**config.mk**
```make
export PLATFORM = sky130hd
export DESIGN_NAME = vga_fill_ctrl
export DESIGN_NICKNAME = d
export VERILOG_FILES = /design/src/rtl/vga_fill_ctrl.sv
export SDC_FILE = /design/constraint.sdc
export NUM_CORES = 1
export LEC_CHECK = 0
export CORE_ASPECT_RATIO = 0.9
export CORE_MARGIN = 10
export CORE_UTILIZATION = 50
export DETAILED_ROUTE_END_ITERATION = 16
export PLACE_DENSITY_LB_ADDON = 0.3
export SLEW_MARGIN = 20
export SYNTH_ARGS = -nofsm -noshare
export SYNTH_HDL_FRONTEND = slang
export SYNTH_SLANG_ARGS = --single-unit
```
**constraint.sdc**
```tcl
create_clock -name CLK -period 4.85 [get_ports CLK]
set_input_delay 1.455 -clock CLK [delete_from_list [all_inputs] [get_ports CLK]]
set_output_delay 1.455 -clock CLK [all_outputs]
set_load 0.05 [all_outputs]
```
**src/rtl/vga_fill_ctrl.sv**
```systemverilog
// -----------------------------------------------------------------------------
// vga_fill_ctrl
// Rectangle-fill engine and write-port arbiter for the 80x60 VGA framebuffer.
// The CPU programs origin, size and colour over MMIO and issues START. The
// engine then emits one pixel per cycle in raster order. Direct CPU pixel
// writes share the framebuffer write port and always win; the engine stalls
// on those cycles, so no pixel is lost or duplicated.
//
// Ports
//   CLK, RESET_N            system clock, asynchronous active-low reset
//   CFG_WE/CFG_SEL/CFG_WD   config write: 0=ORIGIN 1=SIZE 2=COLOR 3=CMD
//                           (CMD: bit0=START, bit1=ABORT)
//   CPU_WE/CPU_WA/CPU_WD    direct CPU pixel write, address {row,col}
//   FB_WE/FB_WA/FB_WD       registered framebuffer write port
//   BUSY                    fill in progress
//   DONE / ERR              sticky status of the last START
//   DONE_PULSE              one-cycle completion pulse
// -----------------------------------------------------------------------------
module vga_fill_ctrl #(
  parameter int H_PIX = 80,
  parameter int V_PIX = 60,
  parameter int COL_W = 7,
  parameter int ROW_W = 6
) (
  input  logic                   CLK,
  input  logic                   RESET_N,
  input  logic                   CFG_WE,
  input  logic [1:0]             CFG_SEL,
  input  logic [31:0]            CFG_WD,
  input  logic                   CPU_WE,
  input  logic [ROW_W+COL_W-1:0] CPU_WA,
  input  logic [7:0]             CPU_WD,
  output logic                   FB_WE,
  output logic [ROW_W+COL_W-1:0] FB_WA,
  output logic [7:0]             FB_WD,
  output logic                   BUSY,
  output logic                   DONE,
  output logic                   ERR,
  output logic                   DONE_PULSE
);

  localparam int AW = ROW_W + COL_W;

  localparam logic [0:0] S_IDLE = 1'b0;
  localparam logic [0:0] S_FILL = 1'b1;

  localparam logic [7:0] H_LIM = 8'(H_PIX);
  localparam logic [7:0] V_LIM = 8'(V_PIX);

  logic [0:0]       state_q, state_d;
  logic [COL_W-1:0] x0_q, x0_d, w_q, w_d, cx_q, cx_d;
  logic [ROW_W-1:0] y0_q, y0_d, h_q, h_d, cy_q, cy_d;
  logic [7:0]       color_q, color_d;
  logic             fb_we_q, fb_we_d;
  logic [AW-1:0]    fb_wa_q, fb_wa_d;
  logic [7:0]       fb_wd_q, fb_wd_d;
  logic             done_q, done_d, err_q, err_d, pulse_q, pulse_d;

  // Command decode. ABORT dominates START when both are set.
  logic cmd_wr, start, abort;
  assign cmd_wr = CFG_WE && (CFG_SEL == 2'd3);
  assign start  = cmd_wr && CFG_WD[0] && !CFG_WD[1];
  assign abort  = cmd_wr && CFG_WD[1];

  // Rectangle extents at 8 bits so x0+w / y0+h cannot wrap.
  logic [7:0] x_end, y_end, x_last, y_last;
  assign x_end  = 8'(x0_q) + 8'(w_q);
  assign y_end  = 8'(y0_q) + 8'(h_q);
  assign x_last = x_end - 8'd1;
  assign y_last = y_end - 8'd1;

  logic rect_ok, col_last, row_last;
  assign rect_ok  = (w_q != '0) && (h_q != '0) && (x_end <= H_LIM) && (y_end <= V_LIM);
  assign col_last = (8'(cx_q) == x_last);
  assign row_last = (8'(cy_q) == y_last);

  logic unused_cfg;
  assign unused_cfg = ^CFG_WD[31:14];

  always_comb begin
    // NOTE: every next-state signal gets a default first so no path through
    // the case/if tree leaves it unassigned, which would infer a latch.
    state_d = state_q;
    x0_d    = x0_q;
    y0_d    = y0_q;
    w_d     = w_q;
    h_d     = h_q;
    color_d = color_q;
    cx_d    = cx_q;
    cy_d    = cy_q;
    fb_we_d = 1'b0;
    fb_wa_d = fb_wa_q;
    fb_wd_d = fb_wd_q;
    done_d  = done_q;
    err_d   = err_q;
    pulse_d = 1'b0;

    // CPU writes own the port whenever they occur, in any state.
    if (CPU_WE) begin
      fb_we_d = 1'b1;
      fb_wa_d = CPU_WA;
      fb_wd_d = CPU_WD;
    end

    case (state_q)
      S_IDLE: begin
        // Geometry and colour are only writable while idle.
        if (CFG_WE) begin
          case (CFG_SEL)
            2'd0: begin
              x0_d = CFG_WD[COL_W-1:0];
              y0_d = CFG_WD[8 +: ROW_W];
            end
            2'd1: begin
              w_d = CFG_WD[COL_W-1:0];
              h_d = CFG_WD[8 +: ROW_W];
            end
            2'd2:    color_d = CFG_WD[7:0];
            default: ;
          endcase
        end
        if (start) begin
          done_d = 1'b0;
          if (rect_ok) begin
            err_d   = 1'b0;
            cx_d    = x0_q;
            cy_d    = y0_q;
            state_d = S_FILL;
          end else begin
            err_d = 1'b1;
          end
        end
      end

      S_FILL: begin
        if (abort) begin
          state_d = S_IDLE;
        end else if (!CPU_WE) begin
          // Engine owns the port this cycle; a CPU write stalls it instead.
          fb_we_d = 1'b1;
          fb_wa_d = {cy_q, cx_q};
          fb_wd_d = color_q;
          if (col_last) begin
            cx_d = x0_q;
            if (row_last) begin
              state_d = S_IDLE;
              done_d  = 1'b1;
              pulse_d = 1'b1;
            end else begin
              cy_d = cy_q + 1'b1;
            end
          end else begin
            cx_d = cx_q + 1'b1;
          end
        end
      end

      default: state_d = S_IDLE;
    endcase
  end

  always_ff @(posedge CLK or negedge RESET_N) begin
    if (!RESET_N) begin
      state_q <= S_IDLE;
      x0_q    <= '0;
      y0_q    <= '0;
      w_q     <= '0;
      h_q     <= '0;
      color_q <= '0;
      cx_q    <= '0;
      cy_q    <= '0;
      fb_we_q <= 1'b0;
      fb_wa_q <= '0;
      fb_wd_q <= '0;
      done_q  <= 1'b0;
      err_q   <= 1'b0;
      pulse_q <= 1'b0;
    end else begin
      // NOTE: non-blocking assignments so every register samples the values
      // from before this edge, independent of statement order.
      state_q <= state_d;
      x0_q    <= x0_d;
      y0_q    <= y0_d;
      w_q     <= w_d;
      h_q     <= h_d;
      color_q <= color_d;
      cx_q    <= cx_d;
      cy_q    <= cy_d;
      fb_we_q <= fb_we_d;
      fb_wa_q <= fb_wa_d;
      fb_wd_q <= fb_wd_d;
      done_q  <= done_d;
      err_q   <= err_d;
      pulse_q <= pulse_d;
    end
  end

  assign FB_WE      = fb_we_q;
  assign FB_WA      = fb_wa_q;
  assign FB_WD      = fb_wd_q;
  assign BUSY       = (state_q == S_FILL);
  assign DONE       = done_q;
  assign ERR        = err_q;
  assign DONE_PULSE = pulse_q;

endmodule
```
* After elaboration in Yosys (flattened, before gate mapping)
Index checks and enable logic that the tools add are counted.
Storage, ports and cells: bits in registers 73, input port bits 59, output and inout port bits 26, word-level logic and storage cells 97
Operators by class: add/sub/neg operators 6, magnitude comparators 2, equal/unequal tests 12, multiplexer cells 44, bitwise operators 1, reduce and logical (&&, ||, !) cells 18
Operators with widths (count):
- 13-bit 2-to-1 mux | 4
- 6-bit 2-to-1 mux | 6
- 7-bit 2-to-1 mux | 5
- 8-bit 2-to-1 mux | 4
- 1-bit 2-to-1 mux | 21
- 7-bit case mux with 2 select lines | 1
- 6-bit case mux with 2 select lines | 1
- 2-bit inequality test (second input constant) | 5
- 3-bit AND reduction | 3
- 7-bit by 7-bit adder with 8-bit output | 1
- 6-bit by 8-bit equality test with 1-bit output | 1
- 7-bit by 8-bit equality test with 1-bit output | 1
- 8-bit by 7-bit <= comparator with 1-bit output (second input constant) | 1
- 7-bit by 1-bit subtractor with 8-bit output (second input constant) | 1
- 8-bit by 1-bit subtractor with 8-bit output (second input constant) | 1
- 6-bit by 6-bit adder with 7-bit output | 1
- 7-bit by 1-bit adder with 7-bit output (second input constant) | 1
- 7-bit by 6-bit <= comparator with 1-bit output (second input constant) | 1
- 1-bit logical AND | 7
- 7-bit nonzero test | 1
- 6-bit by 1-bit adder with 6-bit output (second input constant) | 1
- 6-bit AND reduction | 1
- 6-bit nonzero test | 1
- 5-bit AND reduction | 1
- other kinds (9) | 12

* Depth between registers and ports, before layout
word-level depth 8, mapped depth 14, depth with buffers taken out 13

* Least setup slack after synthesis
No wires, ideal clock.
path kind reg2reg, from reg y0_q[0], to reg cy_q[1], library setup time 125 ps, arrival time 3315 ps, required time 4725 ps, path slack 1410 ps, cell stages (with the launch flop) 13, path buffers 1, period minus slack after synthesis 3440 ps, cells stage by stage dfrtp_1 ha_1 fa_1 a211o_2 a21oi_1 o221ai_1 or3_1 a32oi_1 or3b_1 o21a_4 and2_4 buf_6 mux2_4
On the way: longest elaborated chain between the ends 5, elaborated cells on any way between the ends 8, those cells by class add/sub (2); order compare (1); eq/ne (3); reduce/logical (2)
Ends and longest elaborated chain:
- start, declared | RTL line 52 | logic [ROW_W-1:0] y0_q, y0_d, h_q, h_d, cy_q, cy_d;
- start signal, assigned | RTL line 183 | y0_q <= y0_d;
- 6-bit by 6-bit adder with 7-bit output * | RTL line 68 | assign y_end = 8'(y0_q) + 8'(h_q);
- 7-bit by 1-bit subtractor with 8-bit output / 7-bit by 6-bit <= comparator with 1-bit output (equally long branches) | RTL line 70, 73
- 6-bit by 8-bit equality test with 1-bit output / 1-bit logical AND (equally long branches) | RTL line 75, 73
- 2-bit inequality test (no source line)
- 6-bit AND reduction (no source line) *
- end signal, assigned | RTL line 188 | cy_q <= cy_d;
- end, declared | RTL line 52
Every way passes the cells marked *; elsewhere a longest branch is shown, timed or not. A chain may end at the register's enable or synchronous reset.

* Final worst setup path
from reg x0_q[0], to reg cy_q[1]
On the way: longest elaborated chain between the ends 6, elaborated cells on any way between the ends 9, those cells by class add/sub (2); order compare (1); eq/ne (3); reduce/logical (3)
Ends and longest elaborated chain:
- start, declared | RTL line 51 | logic [COL_W-1:0] x0_q, x0_d, w_q, w_d, cx_q, cx_d;
- start signal, assigned | RTL line 165 | x0_q <= '0;
- start signal, assigned | RTL line 182 | x0_q <= x0_d;
- 7-bit by 7-bit adder with 8-bit output * | RTL line 67 | assign x_end = 8'(x0_q) + 8'(w_q);
- parallel branches: the longest is 4 deep, another holds 8-bit by 1-bit subtractor with 8-bit output
- 6-bit AND reduction (no source line) *
Every way passes the cells marked *.

==> impl_metrics.yaml <==
timing:
  achievable-frequency_ghz: 0.256
  finalSetupViolCount: 0
  grt_setup_unrepaired: "no"
  period_minus_slack_ns: 3.91
  timing.clock.skew_ns: 0.00720
  drv_slew: 0
  timing.setup.tns_ns: 0
  finalWorstSetupSlack_ns: 0.940
  report.final.hold_viol_count: 0
  hold_slack_ns: 0.517
  worstMarginPinSlew_ns: 0.574
  maxSlewHeadroom_pct: 60.7
  part_of_the_cycle_the_worst_path_needs_pct: 80.6
critical_path:
  cp_data_required_time_ns: 5.09
  worstPathCellList: "ha_1 > fa_1 > xnor2_1 > o211ai_1 > a211oi_1 > xnor2_1 > o221ai_1 > o21ai_4 > and2_4 > mux2_4"
  crit_path_max_fanout: 18
  kind_of_start_point_of_the_critical_path: "flip-flop"
  reg2reg_slack_ns: 0.94
  crit_type: "reg2reg"
  worst_path_most_repeated_cell: "xnor2_1"
  critical_path_arrival_ns: 4.15
  critical-path-top-delay-family: "compound AO/OA/AOI/OAI gates"
  critical_path_start: "x0_q[0]$_DFFE_PN0P_"
  highest_cell_delay_on_the_worst_timing_path_ns: 0.49
  regToRegStartpoint: "x0_q[0]$_DFFE_PN0P_"
  crit_buf_inv: 0
  timing.critical_path.to_type: "flip-flop"
  worst_path_max_delay_cell: "o21ai_4"
cells_and_area:
  fraction_of_layout_instances_using_a_drive_strength_above_1_pct: 15.3
  postLayoutCoreUtil_pct: 63.1
  multi_input_area_sq_um: 2410
  diode_insertion_count_for_antenna_repair: 0
  num-nets-final: 573
  fillerInstances: 737
  final-seq-area_sq_um: 1830
  syn2layout_area_growth_pct: 23.6
  finish.cell_count_without_fillers: 617
synth:
  asyncSetResetFlopFracSynth_pct: 100
  synthFlopType: "dfrtp_1"
  synth_edf_count: 0
  post_synth_num_cell_types: 64
  synthesis.yosys.warnings: 0
  synth_nets: 502
  synth_area_leader_cell: "dfrtp_1"
  synthesis.area_sq_um: 4350
  synth_top_cell_area_share_pct: 42.0
  seq_area_frac_synth_pct: 42.0
  synthTopCellsByArea: "dfrtp_1, mux2_2, ha_1, mux2i_1, o21ai_0"
  synth-seq-cells: 73
  syn_avg_cell_area_sq_um: 10.3
  synthCells: 422
drt:
  final_antenna_net_count: 0
  post_detailed_routing_wire_length_mm: 10.5
  detailed_routing_iterations_pass_1: 4
  detail_route.drc_violations: 0
  drtIter0Drc: 219
  avg_wl_per_cell_um: 16.9
  via_count: 3464
  routed_via_density: 5.61
grt:
  grt_pass1_wl_mm: 17.8
  grt_pass1_vias: 3554
  grt_start_max_net_pins: 46
  antenna_violations_before_repair: 0
  globalRoute.totalOverflow: 0
  gr-usage-all-layers_pct: 16.8
placed_design:
  io_buffer_count: 66
  place_worst_setup_slack_ns: 0.705
  place_hpwl_mm: 8.10
  gp_routability_congestion: 0.894
  dp_cells: 601
floorplanning:
  floorplan.die_area_sq_um: 12800
  chipHeight_um: 108
  die_x_um: 118
  std_cell_rows: 32
  num_io_pins: 85
  initial_utilization_pct: 51.0
  fp.coreArea_sq_um: 8530
power_and_ir_drop:
  clock_network_power_share_pct: 15.3
  swShare_pct: 42.7
  vdd.ir_drop.worst_uv: 252
  pwr-share-seq_pct: 28.9
  power.density_cell_area_nw_per_um2: 644
  p_int_mw: 1.98
  switchingPower_mw: 1.48
  combinationalPowerShare_pct: 55.8
  leakage_nw: 2.40
cts:
  cts_sinks: 73
  cts.repair.resized: 0
  clockRootBuffer: "clkbuf_8"
  clkTransAtPathRegs_ns: 0.08
  clock_tree_from_tritoncts: "done"
  postCtsSetupBuffers: 0
  cts_hold_buffers: 0
  cts.htree.levels: 3
  max-clock-path-buffers: 2
  clock_latency_ns: 0.35
  cts_made_buffers: 9
min_path:
  min-delay-start: "color_q[0]$_DFFE_PN0P_"
  hold_class: "reg2reg"
run:
  timing.max_cap.violations: 0
status:
  run_status: "complete, no violations"
placed cells by master (no fill, tap or decap), types with 3 or more instances in the layout:
cell             synthesis  final
a211oi_1                 6      6
a21o_1                   3      3
a21oi_1                 19     19
a22oi_1                  6      6
and3_1                  10     10
buf_4                    0      8
clkbuf_8                 0      9
clkdlybuf4s50_1          0     65
dfrtp_1                 73     73
ha_1                    19     19
inv_1                   14     14
mux2_2                  36     36
mux2i_1                 22     22
nand2_1                 37     37
nand2b_1                 3      3
nand3_1                  8      8
nand4_1                  3      3
nor2_1                  29     29
nor3_1                   4      4
nor3b_1                  4      3
nor4_1                   5      5
o211ai_1                 3      3
o21ai_0                 30     30
o31ai_1                  3      3
or2_2                    4      4
or3_1                    7      7
xnor2_1                 11     11
xnor3_1                  3      3
xor2_1                   6      6
cells in the mapped netlist, drive strengths merged (3+ instances only):
master,number
dfrtp,73
mux2,37
nand2,37
o21ai,32
nor2,29
mux2i,22
a21oi,19
ha,19
inv,14
and3,11
xnor2,11
clkbuf,9
nand3,8
or3,8
a211oi,7
a22oi,6
xor2,6
buf,5
nor4,5
nor3,4
nor3b,4
or2,4
a21o,3
and4,3
nand2b,3
nand4,3
o211ai,3
o21a,3
o31ai,3
xnor3,3
flip-flops by register name, summed over array words and instances, names as in the netlist, 6 cells and up:
register,count
FB_WD,8
color_q,8
x0_q,7
w_q,7
cx_q,7
cy_q,6
FB_WA,13
h_q,6
y0_q,6
cell type report:
type,count,share of cell area (%)
clock buffers,10,2.37
clock inverters,6,1.70
inverters,14,0.977
multi-input cells,321,44.9
flip-flops and latches,73,34.0
well taps,119,2.77
repair buffers,74,13.3
final timing paths:
check	to	cells after the start
min in group asynchronous	FB_WA[2]$_DFF_PN0_	1
worst min register to register	color_q[0]$_DFFE_PN0P_	1
worst min-delay path	color_q[0]$_DFFE_PN0P_	1
max in group asynchronous	FB_WD[5]$_DFF_PN0_	2
worst max-delay path	cy_q[1]$_DFFE_PN0P_	10
worst max register to register	cy_q[1]$_DFFE_PN0P_	10
stage by stage:
stage	cell area, sq um	power (mW)
after floorplan	4350	2.48
after global placement	5160	2.86
after detailed placement	5160	2.93
after CTS	5380	3.48
after global routing	5380	3.76
final	5380	3.46
logic make-up (layout without fill, tap and decap cells):
logic type               Yosys count  count (layout)  share of synthesized area [%]
AO/OA/AOI/OAI                     94              94                           14.4
AND/OR/NAND/NOR                  127             127                           15.0
flip-flops                        73              73                           42.0
XOR/XNOR                          20              20                           4.98
multiplexers                      59              59                           14.7
adder cells (fa/ha/maj)           21              21                           6.38
buffers and inverters             28             104                           2.62
metal layers:
layer  vias up  global-route usage [%]  wire length, um
met3        14                    5.42              852
met2       110                    25.6             4490
met4         0                    4.85              120
li1       1687                       -                -
met5         -                       0                0
met1      1653                    22.6             4990
power groups by stage:
stage	Clock [mW]	Sequential, mW	Combinational [mW]
2_1_floorplan	0	1.07	1.41
3_3_place_gp	0	1.00	1.86
3_5_place_dp	0	1.01	1.92
4_1_cts	0.544	1.00	1.93
5_1_grt	0.568	1.04	2.15
6_report	0.532	1.00	1.93
Note: power is estimated with default switching activity, not from simulation.
